`config.mk`:
```
export PLATFORM = sky130hd
export DESIGN_NAME = seq_arith_32b_byteserial_add
export DESIGN_NICKNAME = d
export VERILOG_FILES = /design/src/rtl/seq_arith_32b_byteserial_add.sv
export SDC_FILE = /design/constraint.sdc
export NUM_CORES = 1
export LEC_CHECK = 0
export CORE_MARGIN = 5
export CORE_UTILIZATION = 35
export CTS_BUF_LIST = sky130_fd_sc_hd__clkbuf_8
export DETAILED_ROUTE_END_ITERATION = 12
export PLACE_DENSITY_LB_ADDON = 0.2
export SLEW_MARGIN = 20
export SYNTH_ARGS = -nofsm -noshare
export SYNTH_HDL_FRONTEND = slang
export SYNTH_SLANG_ARGS = --single-unit
```
`constraint.sdc`:
```
create_clock -name clk -period 9.77 [get_ports clk]
set_input_delay 1.954 -clock clk [delete_from_list [all_inputs] [get_ports clk]]
set_output_delay 1.954 -clock clk [all_outputs]
set_load 0.02 [all_outputs]
```
`src/rtl/seq_arith_32b_byteserial_add.sv`:
```
// Byte-serial W-bit adder: one 8-bit slice plus a registered carry, iterated NBYTES times,
// with val/rdy handshakes on operand and result streams.
module seq_arith_32b_byteserial_add #(
  parameter int NBYTES = 4
) (
  input  logic                clk,
  input  logic                reset,
  input  logic                istream_val,
  output logic                istream_rdy,
  input  logic [8*NBYTES-1:0] istream_in0,
  input  logic [8*NBYTES-1:0] istream_in1,
  output logic                ostream_val,
  input  logic                ostream_rdy,
  output logic [8*NBYTES-1:0] ostream_sum,
  output logic                ostream_cout,
  output logic                ostream_ovf
);
  localparam int W  = 8 * NBYTES;
  localparam int CW = (NBYTES > 1) ? $clog2(NBYTES) : 1;

  typedef enum logic [1:0] {IDLE, CALC, DONE} state_t;

  state_t         state_reg;
  logic [CW-1:0]  cnt_reg;
  logic           carry_reg;
  logic [W-1:0]   a_reg;
  logic [W-1:0]   b_reg;
  logic [W-1:0]   sum_reg;
  logic           cout_reg;
  logic           ovf_reg;
  logic           rdy_reg;
  logic           val_reg;

  logic [7:0]     a_bytes [NBYTES];
  logic [7:0]     b_bytes [NBYTES];
  logic [7:0]     a_byte;
  logic [7:0]     b_byte;
  logic [8:0]     slice_sum;
  logic           last_byte;

  genvar gi;
  generate
    for (gi = 0; gi < NBYTES; gi++) begin : g_bytes
      assign a_bytes[gi] = a_reg[8*gi +: 8];
      assign b_bytes[gi] = b_reg[8*gi +: 8];
    end
  endgenerate

  assign a_byte    = a_bytes[cnt_reg];
  assign b_byte    = b_bytes[cnt_reg];
  assign slice_sum = {1'b0, a_byte} + {1'b0, b_byte} + {8'd0, carry_reg};
  assign last_byte = (cnt_reg == CW'(NBYTES - 1));

  always_ff @(posedge clk) begin
    if (reset) begin
      state_reg <= IDLE;
      cnt_reg   <= '0;
      carry_reg <= 1'b0;
      sum_reg   <= '0;
      cout_reg  <= 1'b0;
      ovf_reg   <= 1'b0;
      rdy_reg   <= 1'b1;
      val_reg   <= 1'b0;
    end else begin
      case (state_reg)
        IDLE: begin
          if (istream_val && rdy_reg) begin
            a_reg     <= istream_in0;
            b_reg     <= istream_in1;
            carry_reg <= 1'b0;
            cnt_reg   <= '0;
            rdy_reg   <= 1'b0;
            state_reg <= CALC;
          end
        end
        CALC: begin
          for (int i = 0; i < NBYTES; i++) begin
            if (cnt_reg == CW'(i)) sum_reg[8*i +: 8] <= slice_sum[7:0];
          end
          carry_reg <= slice_sum[8];
          cnt_reg   <= cnt_reg + 1'b1;
          if (last_byte) begin
            cout_reg  <= slice_sum[8];
            // Signed overflow: like-signed operands produced a result of the other sign.
            ovf_reg   <= (a_reg[W-1] == b_reg[W-1]) && (slice_sum[7] != a_reg[W-1]);
            val_reg   <= 1'b1;
            state_reg <= DONE;
          end
        end
        DONE: begin
          if (ostream_rdy) begin
            val_reg   <= 1'b0;
            rdy_reg   <= 1'b1;
            state_reg <= IDLE;
          end
        end
        default: begin
          rdy_reg   <= 1'b1;
          val_reg   <= 1'b0;
          state_reg <= IDLE;
        end
      endcase
    end
  end

  // Handshake flags are masked so nothing is advertised while reset is held.
  assign istream_rdy  = rdy_reg && !reset;
  assign ostream_val  = val_reg && !reset;
  assign ostream_sum  = sum_reg;
  assign ostream_cout = cout_reg;
  assign ostream_ovf  = ovf_reg;
endmodule

```
Word level (Yosys, flattened, before mapping) --
Index checks and enable logic that the tools add are counted.
Word-level totals: bits of input ports 68, output and inout port bits 36, bits in registers 105, word-level logic and storage cells 67
Operators by class: eq/ne operators 10, magnitude comparators 1, bitwise gates (word level) 4, muxes and demuxes 19, $add $sub $neg 3, reductions and logical operators 17
Operator list (number):
- 8-bit binary-select mux with 2-bit select | 2
- 8-bit 2-to-1 mux | 4
- 3-bit AND reduction | 4
- 2-bit AND reduction | 5
- 8-bit by 8-bit adder with 9-bit output | 1
- 9-bit by 1-bit adder with 9-bit output | 1
- 2-bit 2-to-1 mux | 4
- 2-bit == test (second input constant) | 3
- 2-bit inequality test (second input constant) | 3
- 1-bit case mux with 3 select lines | 2
- 2-bit case mux with 3 select lines | 1
- 2-bit by 1-bit == test with 1-bit output (second input constant) | 2
- 1-bit logical AND | 4
- 2-bit zero test | 2
- 1-bit 2-to-1 mux | 4
- 2-bit case mux with 2 select lines | 1
- 3-bit greater-or-equal comparator (second input constant) | 1
- 1-bit inverter | 3
- 2-bit inverter with 3-bit output | 1
- 2-bit by 1-bit adder with 2-bit output (second input constant) | 1
- 1-bit case mux with 2 select lines | 1
- 2-bit nonzero test | 1
- 1-bit == test | 1
- 1-bit zero test | 1
- 1-bit inequality test | 1

Longest topological paths before layout --
Gate-level depths: netlist (run 1).
depth after elaboration 8, gate-level depth with buffers 9, mapped depth without buffers 8

Least setup slack after synthesis (run 1) --
OpenSTA, ideal clock, no wires.
path type input to register, start input reset, end register a_reg[0] (enable), arrival time 8162 ps, required time 9126 ps, library setup time 644 ps, buffers on the path 1, stages 2, setup slack 964 ps, cell sequence buf_4 > nor4_1
On the way: longest elaborated chain between the ends 2
Ends and longest elaborated chain:
- from (decl) | RTL line 7 | input logic reset,
- 1-bit inverter (no line)
- 3-bit AND reduction (no line)
- to (signal assigned) | RTL line 68 | a_reg <= istream_in0;
- to (decl) | RTL line 26 | logic [W-1:0] a_reg;
Every way passes these cells. A chain may end at the register's enable or synchronous reset.

Worst setup path in the final report (run 1) --
start input reset, end output istream_rdy
On the way: longest elaborated chain between the ends 2
Ends and longest elaborated chain:
- 1-bit zero test | RTL line 107 | assign istream_rdy = rdy_reg && !reset;
- 1-bit logical AND | RTL line 107
- to (decl) | RTL line 9 | output logic istream_rdy,
Every way passes these cells.

==> results.toml, run 1 <==
[status]
outcome = "complete, no violations"

[worst_hold_path]
hold_path.class = "reg2reg"
hold_path_depth = 2

[timing]
slew_viol_final = 0
max_freq_ghz = 0.185
setup-violations-final = 0
rsz0062_at_grt = "false"
slew_headroom = 0.357
worst_pin_slew_ns = 0.963
finClkSkew_ns = 0.00711
fin_crit_sh = 0.553
fin_crit_ns = 5.40
setup_tns_ns = 0
report.final.hold_viol_count = 0

[routing]
drtPass1Iterations = 4
drtIter0Drc = 131
drt_wl_total_um = 8810
ant_nets = 0
vias_per_cell = 4.83
drc = 0
num_vias = 2754
routedWlPerCell_um = 15.5

[place]
dpl.cell_count = 554
hpwl_um = 6460
port_buffers = 103
place_congestion = 0.732

[setup_path]
crit_path_max_incr_delay_ns = 0.55
arrival_ns = 3.45
critPathKind = "in2out"
cp_max_fo = 44
path_buf_inv = 3
cp_common_cell = "clkdlybuf4s50_1"
start_kind = "input port"
crit_chain = "clkdlybuf4s50_1, buf_4, nor2b_1, clkdlybuf4s50_1"
cp_top_family = "buffers and inverters"
reg2regPathDepth = 8
crit_required_ns = 7.82
cp.depth = 4
end_kind = "output port"
cp_slowest_cell = "clkdlybuf4s50_1"

[logic_synthesis]
synth-seq-cells = 105
synth_seq_area_share = 0.646
synth_cell_type_count = 42
synth_top_family_by_area = "simple AND/OR/NAND/NOR gates"
synth_compound_area_frac = 0.0866
avgSynthCellArea_um2 = 13.4
synth_cells = 316
synth_area_um2 = 4250
synth-simple-area-share = 0.106
synth_ff_type = "edfxtp_1"
synthArstFlopShare = 0
synth_most_common_cell = "edfxtp_1"
synth.area.top_cells = "edfxtp_1 45%, dfxtp_1 19%, mux4_2 8.5%, nand2_1 5.1%, a21oi_1 4.0%"
yosysTopAreaCellShare = 0.453
syn_nets = 397
synth_edf_count = 64
synth-adder-area-share = 0.0419
ys_top_cells_by_count = "64 x edfxtp_1, 58 x nand2_1, 41 x dfxtp_1, 34 x a21oi_1, 16 x mux4_2"
synth_mux_area_frac = 0.0908
synth_xor_area_frac = 0.00825
synth_top_area_cell = "edfxtp_1"
ys_warn_count = 0

[layout]
drive_gt1_frac = 0.0993
area_delta_synth_final_pct = 31.7
antenna_cells_inserted = 0
fillerInstances = 1084
final_cells = 570
fin_nets = 499

[cts]
cts_buffers = 9
cts_setup_buffers = 0
cts.path.max_buffers = 2
cts_root_buffer = "clkbuf_8"
clock_latency_ns = 0.37
post_cts_resized = 0
clk_pin_slew_worst_paths_ns = 0.09
cts_htree_levels = 3
cts_hold_buf = 0
cts_tree = "done"
clock_sinks = 105

[power_and_ir_drop]
p_switching_mw = 0.232
ir_drop_mv = 0.0627
p_comb_frac = 0.178
power.share.clock = 0.277
swShare = 0.254
power_density_nw_per_um2 = 164
p_seq_frac = 0.545
leakagePower_nw = 1.86
p_int_mw = 0.682

[flow_run]
max_cap_violations = 0

[floorplan]
die_w_um = 120
die_h_um = 120
dieArea_um2 = 14400
io_pins = 104
rows = 40
start_util = 0.355
coreArea_um2 = 12000

[global_route]
grt_pass1_vias = 2881
track_usage = 0.127
grt_pass1_wl_um = 14300
antenna_found_initial = 0
grt_overflow_total = 0
grt_start_max_net_pins = 65
==> placed cells by master (no fill, tap or decap), types with 2 or more instances in the layout <==
cell / count
buf_4: 3
o21ai_0: 4
clkbuf_8: 9
nand2_1: 58
a21oi_1: 34
ha_1: 11
dfxtp_1: 41
edfxtp_1: 64
a21o_1: 2
nor3b_1: 3
clkdlybuf4s50_1: 103
inv_1: 5
nand2b_1: 2
xnor2_1: 3
nor3_1: 4
clkinv_2: 2
and2_1: 4
a22oi_1: 2
nor2b_1: 5
nand3_1: 5
nor2_1: 15
nor4_2: 2
clkinv_1: 2
a211oi_1: 5
fa_1: 2
mux4_2: 16
==> metrics by stage <==
| stage | power, mW | worst slack, ns | hold WS [ns] | area [um^2] | utilization |
|---|---|---|---|---|---|
| after floorplan | 0.609 | 0.964 | 0.445 | 4250 | - |
| after global placement | 0.670 | 4.36 | 0.445 | 5410 | 0.453 |
| after detailed placement | 0.673 | 4.35 | 0.450 | 5410 | 0.453 |
| after CTS | 0.926 | 4.35 | 0.463 | 5590 | 0.468 |
| after global routing | 0.960 | 4.29 | 0.477 | 5590 | 0.468 |
| final | 0.915 | 4.37 | 0.456 | 5590 | 0.468 |
==> worst register-to-register path: cells and delay by family (launching register included) <==
kind / cells / cell delay (ns)
adders and majority gates: 2 / 0.93
and+or+nand+nor: 1 / 0.06
AOI/OAI and AO/OA: 4 / 0.92
DFF: 1 / 0.96
muxes: 1 / 0.46
==> layer usage <==
layer | up-vias | track usage | wire (um)
met3 | 11 | 0.0419 | 599
met1 | 1296 | 0.165 | 4100
met4 | 0 | 0.0465 | 126
met2 | 88 | 0.200 | 3990
li1 | 1359 | - | -
met5 | - | 0 | 0
==> cells by family after synthesis <==
logic type      Yosys count
flops                   105
simple gates            101
compound gates           57
buf+inv                  18
mux                      18
fa+ha+maj                13
xor+xnor                  4
==> power groups by stage <==
stage          Sequential [mW]  Clock, mW  Combinational (mW)
3_3_place_gp             0.508          0               0.162
3_5_place_dp             0.509          0               0.164
4_1_cts                  0.498      0.262               0.165
5_1_grt                  0.500      0.279               0.181
2_1_floorplan            0.514          0              0.0943
6_report                 0.498      0.254               0.163
==> cell type report <==
| cell class | count | area (um^2) | area share |
|---|---|---|---|
| Sequential cell | 105 | 2740 | 0.490 |
| Multi-Input combinational cell | 193 | 1420 | 0.254 |
| Timing Repair Buffer | 106 | 1050 | 0.188 |
| Tap cell | 147 | 184 | 0.0329 |
| Clock buffer | 9 | 124 | 0.0221 |
| Clock inverter | 7 | 55.1 | 0.00984 |
| Inverter | 3 | 11.3 | 0.00201 |
==> worst paths after layout <==
path | startpoint | end | slack [ns]
setup / recovery | reset | istream_rdy | 4.37
hold / removal | ostream_sum[31]$_SDFFE_PP0P_ | ostream_sum[31]$_SDFFE_PP0P_ | 0.46
setup reg to reg | cnt_reg[1]$_SDFFE_PP0P_ | carry_reg$_SDFFE_PP0P_ | 6.32
hold reg to reg | ostream_sum[31]$_SDFFE_PP0P_ | ostream_sum[31]$_SDFFE_PP0P_ | 0.46
No activity file was read; power rests on OpenSTA's default activity.
==> run 2, diff against run 1 <==
==> constraint.sdc (replaced) <==
create_clock -name clk -period 4.87 [get_ports clk]
set_input_delay 0.974 -clock clk [delete_from_list [all_inputs] [get_ports clk]]
set_output_delay 0.974 -clock clk [all_outputs]
set_load 0.02 [all_outputs]
==> run 2 against run 1 <==
Compared with the run above: wire length up 1.1%; die area unchanged; sequential power up 100%; non-clock buffer count up 1; global-route usage up 0.19 points; critical endpoint unchanged; clock-buffer cell count up 1; via count up 1.4%; largest cell class unchanged; first-iteration DRC count up 38%; worst hold slack better by 0.0026 ns; utilization up 0.50 points; highest routed layer unchanged; combinational power up 99%; clock power up 130%.
==> results.toml, run 2 (same netlist as run 1, synthesis figures left out) <==
[timing]
fin_crit_sh = 0.712
setup-violations-final = 0
slew_viol_final = 0
worst_pin_slew_ns = 0.801
slew_headroom = 0.466
setup_tns_ns = 0
report.final.hold_viol_count = 0
holdWs_ns = 0.459
finClkSkew_ns = 0.00888
fin_crit_ns = 3.47
rsz0062_at_grt = "false"
max_freq_ghz = 0.289

[cts]
cts_setup_buffers = 0
cts_tree = "done"
clock_sinks = 105
post_cts_resized = 0
cts_htree_levels = 3
cts_hold_buf = 0
cts_buffers = 9
clock_latency_ns = 0.37
cts.path.max_buffers = 2
clk_pin_slew_worst_paths_ns = 0.09
cts_root_buffer = "clkbuf_8"

[worst_hold_path]
hold_start = "ostream_sum[19]$_SDFFE_PP0P_"
holdPathEnd = "ostream_sum[19]$_SDFFE_PP0P_"
hold_path_depth = 2
hold_path.class = "reg2reg"

[routing]
routedWlPerCell_um = 15.6
drt_wl_total_um = 8900
drc = 0
ant_nets = 0
num_vias = 2793
drtPass1Iterations = 4
drtIter0Drc = 181
vias_per_cell = 4.89

[global_route]
grt_pass1_vias = 2924
antenna_found_initial = 0
grt_start_max_net_pins = 65
grt_pass1_wl_um = 14500
track_usage = 0.129
grt_overflow_total = 0

[power_and_ir_drop]
total_power_mw = 1.91
power_density_nw_per_um2 = 339
p_switching_mw = 0.471
power.share.clock = 0.308
leakagePower_nw = 1.89
p_int_mw = 1.44
p_seq_frac = 0.523
p_comb_frac = 0.169
ir_drop_mv = 0.169
swShare = 0.246

[setup_path]
r2r-end = "carry_reg$_SDFFE_PP0P_"
start_kind = "input port"
crit_required_ns = 3.90
r2r_slack_ns = 1.61
crit_path_max_incr_delay_ns = 0.56
critPathLaunch = "reset"
reg2reg_from = "cnt_reg[0]$_SDFFE_PP0P_"
arrival_ns = 2.49
cp_common_cell = "clkdlybuf4s50_1"
cp_slowest_cell = "clkdlybuf4s50_1"
crit_chain = "clkdlybuf4s50_1, buf_4, nor2b_1, clkdlybuf4s50_1"
reg2regPathDepth = 8
critPathKind = "in2out"
end_kind = "output port"
cp_max_fo = 44

[floorplan]
rows = 40
coreArea_um2 = 12000
die_w_um = 120
die_h_um = 120
dieArea_um2 = 14400
start_util = 0.355
io_pins = 104

[layout]
final_cells = 571
fin_util = 0.473
area_delta_synth_final_pct = 33.2
fin_nets = 500
drive_gt1_frac = 0.111
final_cell_mix = "103 x clkdlybuf4s50_1, 64 x edfxtp_1, 58 x nand2_1"
antenna_cells_inserted = 0
layout_commonest_cell = "clkdlybuf4s50_1"

[flow_run]
max_cap_violations = 0

[place]
dpl.cell_count = 555
place_congestion = 0.717
hpwl_um = 6520
port_buffers = 103

[status]
outcome = "complete, no violations"
==> run 2: worst max-delay path by stage <==
stage                              end  slack, ns  cells past startpoint
global placement           ostream_val       1.40                      4
CTS                        istream_rdy       1.39                      4
global route               istream_rdy       1.33                      4
floorplan           a_reg[0]$_DFFE_PP_       1.21                      2
finish                     istream_rdy       1.40                      4
detailed placement         istream_rdy       1.39                      4
==> run 2: worst max-delay path: cells and delay by family <==
family / cells / cell delay, ns
simple gates: 1 / 0.09
buf+inv: 3 / 1.42
==> run 2: per-layer routing <==
layer | vias to the layer above | part of all wire | track usage
met5 | - | 0 | 0
met4 | 0 | 0.017 | 0.0573
met3 | 12 | 0.075 | 0.0410
met2 | 89 | 0.47 | 0.205
met1 | 1331 | 0.44 | 0.161
li1 | 1361 | - | -
==> run 2: layout make-up <==
cell class	count	area [um^2]
fillers	1072	6310
well taps	147	184
multi-input cells	193	1430
inverters	3	11.3
repair buffers	107	1060
clock inverters	6	85.1
clock buffers	10	138
flip-flops and latches	105	2740
==> run 2: stage by stage <==
step	worst slack (ns)	instance area, um^2
final	1.40	5650
after global routing	1.33	5650
after CTS	1.39	5650
after detailed placement	1.39	5430
after global placement	1.40	5430
after floorplan	1.21	4260
==> run 2: power groups by stage <==
stage	registers (mW)	logic (mW)	clock network (mW)
2_1_floorplan	1.03	0.190	0
3_3_place_gp	1.02	0.324	0
3_5_place_dp	1.02	0.328	0
4_1_cts	1.00	0.329	0.613
5_1_grt	1.01	0.359	0.648
6_report	1.00	0.324	0.590
==> run 3, diff against run 2 <==
==> constraint.sdc (replaced) <==
create_clock -name clk -period 3.3 [get_ports clk]
set_input_delay 0.66 -clock clk [delete_from_list [all_inputs] [get_ports clk]]
set_output_delay 0.66 -clock clk [all_outputs]
set_load 0.02 [all_outputs]
==> run 3 against run 2 <==
Compared with the run above: register-to-register slack worse by 1.3 ns; critical path depth is 4 higher; sequential share of layout area is 0.47 points higher; design area is 0.95% lower; sequential cell count stayed put; critical path type is now reg2reg; largest cell class unchanged.
==> results.toml, run 3 (same netlist as run 1, synthesis figures left out) <==
[cts]
post_cts_resized = 0
cts_root_buffer = "clkbuf_8"
cts_hold_buf = 0
cts.path.max_buffers = 2
cts_tree = "done"
cts_buffers = 9
clock_latency_ns = 0.36
cts_setup_buffers = 0
clock_sinks = 105
clk_pin_slew_worst_paths_ns = 0.09
cts_htree_levels = 3

[floorplan]
dieArea_um2 = 14400
coreArea_um2 = 12000
die_w_um = 120
io_pins = 104
start_util = 0.355
die_h_um = 120
rows = 40

[place]
placed_area_um2 = 5440
place_congestion = 0.717
port_buffers = 103
hpwl_um = 6750

[timing]
finClkSkew_ns = 0.0119
fin_crit_ns = 2.97
worst_pin_slew_ns = 0.663
fin_crit_sh = 0.900
setup-violations-final = 0
max_freq_ghz = 0.337
report.final.hold_viol_count = 0
setup_tns_ns = 0
rsz0062_at_grt = "false"
slew_headroom = 0.557
slew_viol_final = 0

[layout]
area_delta_synth_final_pct = 31.9
finalInstanceArea_um2 = 5600
antenna_cells_inserted = 0
drive_gt1_frac = 0.0991
final_cell_mix = "103 x clkdlybuf4s50_1, 64 x edfxtp_1, 58 x nand2_1"
fin_nets = 500
layout_commonest_cell = "clkdlybuf4s50_1"

[power_and_ir_drop]
power.share.clock = 0.251
ir_drop_mv = 0.194
leakagePower_nw = 1.86
p_comb_frac = 0.186
p_switching_mw = 0.672
p_int_mw = 1.95
total_power_mw = 2.62
swShare = 0.257
p_seq_frac = 0.563
power_density_nw_per_um2 = 468

[setup_path]
critPathKind = "reg2reg"
crit_required_ns = 3.54
cp_common_cell = "fa_1"
cp_slowest_cell = "mux4_2"
path_buf_inv = 0
cp_top_family = "adder cells"
end_kind = "register"
critPathLaunch = "cnt_reg[0]$_SDFFE_PP0P_"
reg2reg_from = "cnt_reg[0]$_SDFFE_PP0P_"
cp_max_fo = 4
start_kind = "register"
arrival_ns = 3.21
crit_path_max_incr_delay_ns = 0.56
crit_chain = "mux4_2, fa_1, fa_1, a211oi_1, o21ai_0, a31o_2, a22oi_1, nor2_1"

[routing]
drt_wl_total_um = 8990
routedWlPerCell_um = 15.7
vias_per_cell = 4.80
drtIter0Drc = 150
num_vias = 2738
ant_nets = 0
drtPass1Iterations = 5
drc = 0

[global_route]
antenna_found_initial = 0
track_usage = 0.130
grt_pass1_wl_um = 14900
grt_start_max_net_pins = 65
grt_pass1_vias = 2940
grt_overflow_total = 0

[status]
outcome = "complete, no violations"

[worst_hold_path]
hold_start = "ostream_sum[29]$_SDFFE_PP0P_"
hold_path.class = "reg2reg"

[flow_run]
max_cap_violations = 0
==> run 3: cell types whose count changed in the layout (fill, tap and decap cells not counted), sizes merged <==
cell,before,now
bufinv,3,0
clkbuf,10,9
clkinv,1,4
inv,5,6
==> run 3: worst min-delay path: cells and delay by family, from the launching register on <==
family	cells	cell delay, ns
DFF	1	0.32
AOI/OAI and AO/OA	1	0.05
and+or+nand+nor	1	0.05
==> run 3: cell type report <==
type                            instances  area (um^2)
Fill cell                            1095         6360
Sequential cell                       105         2740
Tap cell                              147          184
Multi-Input combinational cell        193         1430
Clock inverter                          7         32.5
Timing Repair Buffer                  107         1070
Inverter                                3         11.3
Clock buffer                            9          124
==> run 3: path summary, 6_finish.rpt <==
path / depth (start not counted) / to / slack [ns]
max: 8 / carry_reg$_SDFFE_PP0P_ / 0.33
min: 2 / ostream_sum[29]$_SDFFE_PP0P_ / 0.47
max reg2reg: 8 / carry_reg$_SDFFE_PP0P_ / 0.33
min reg2reg: 2 / ostream_sum[29]$_SDFFE_PP0P_ / 0.47
==> run 3: power groups by stage <==
| stage | clock [mW] | combinational (mW) | sequential [mW] |
|---|---|---|---|
| 2_1_floorplan | 0 | 0.281 | 1.52 |
| 3_3_place_gp | 0 | 0.488 | 1.50 |
| 3_5_place_dp | 0 | 0.492 | 1.51 |
| 4_1_cts | 0.682 | 0.494 | 1.48 |
| 5_1_grt | 0.734 | 0.539 | 1.48 |
| 6_report | 0.658 | 0.486 | 1.47 |
==> run 3: metal layers <==
layer / global-route usage / wire length (um) / vias to the layer above
li1: - / - / 1364
met1: 0.171 / 4120 / 1275
met2: 0.210 / 4120 / 88
met3: 0.0358 / 608 / 11
met4: 0.0429 / 136 / 0
met5: 0 / 0 / -
==> run 3: per-stage QoR <==
| stage | hold slack (ns) | std cells | util | setup WS, ns |
|---|---|---|---|---|
| 2_1_floorplan | 0.445 | 316 | - | 0.0123 |
| 3_5_place_dp | 0.453 | 555 | 0.455 | 0.310 |
| 6_report | 0.465 | 571 | 0.468 | 0.331 |
| 3_3_place_gp | 0.446 | 555 | 0.455 | 0.387 |
| 5_1_grt | 0.483 | 571 | 0.468 | 0.102 |
| 4_1_cts | 0.466 | 571 | 0.468 | 0.292 |
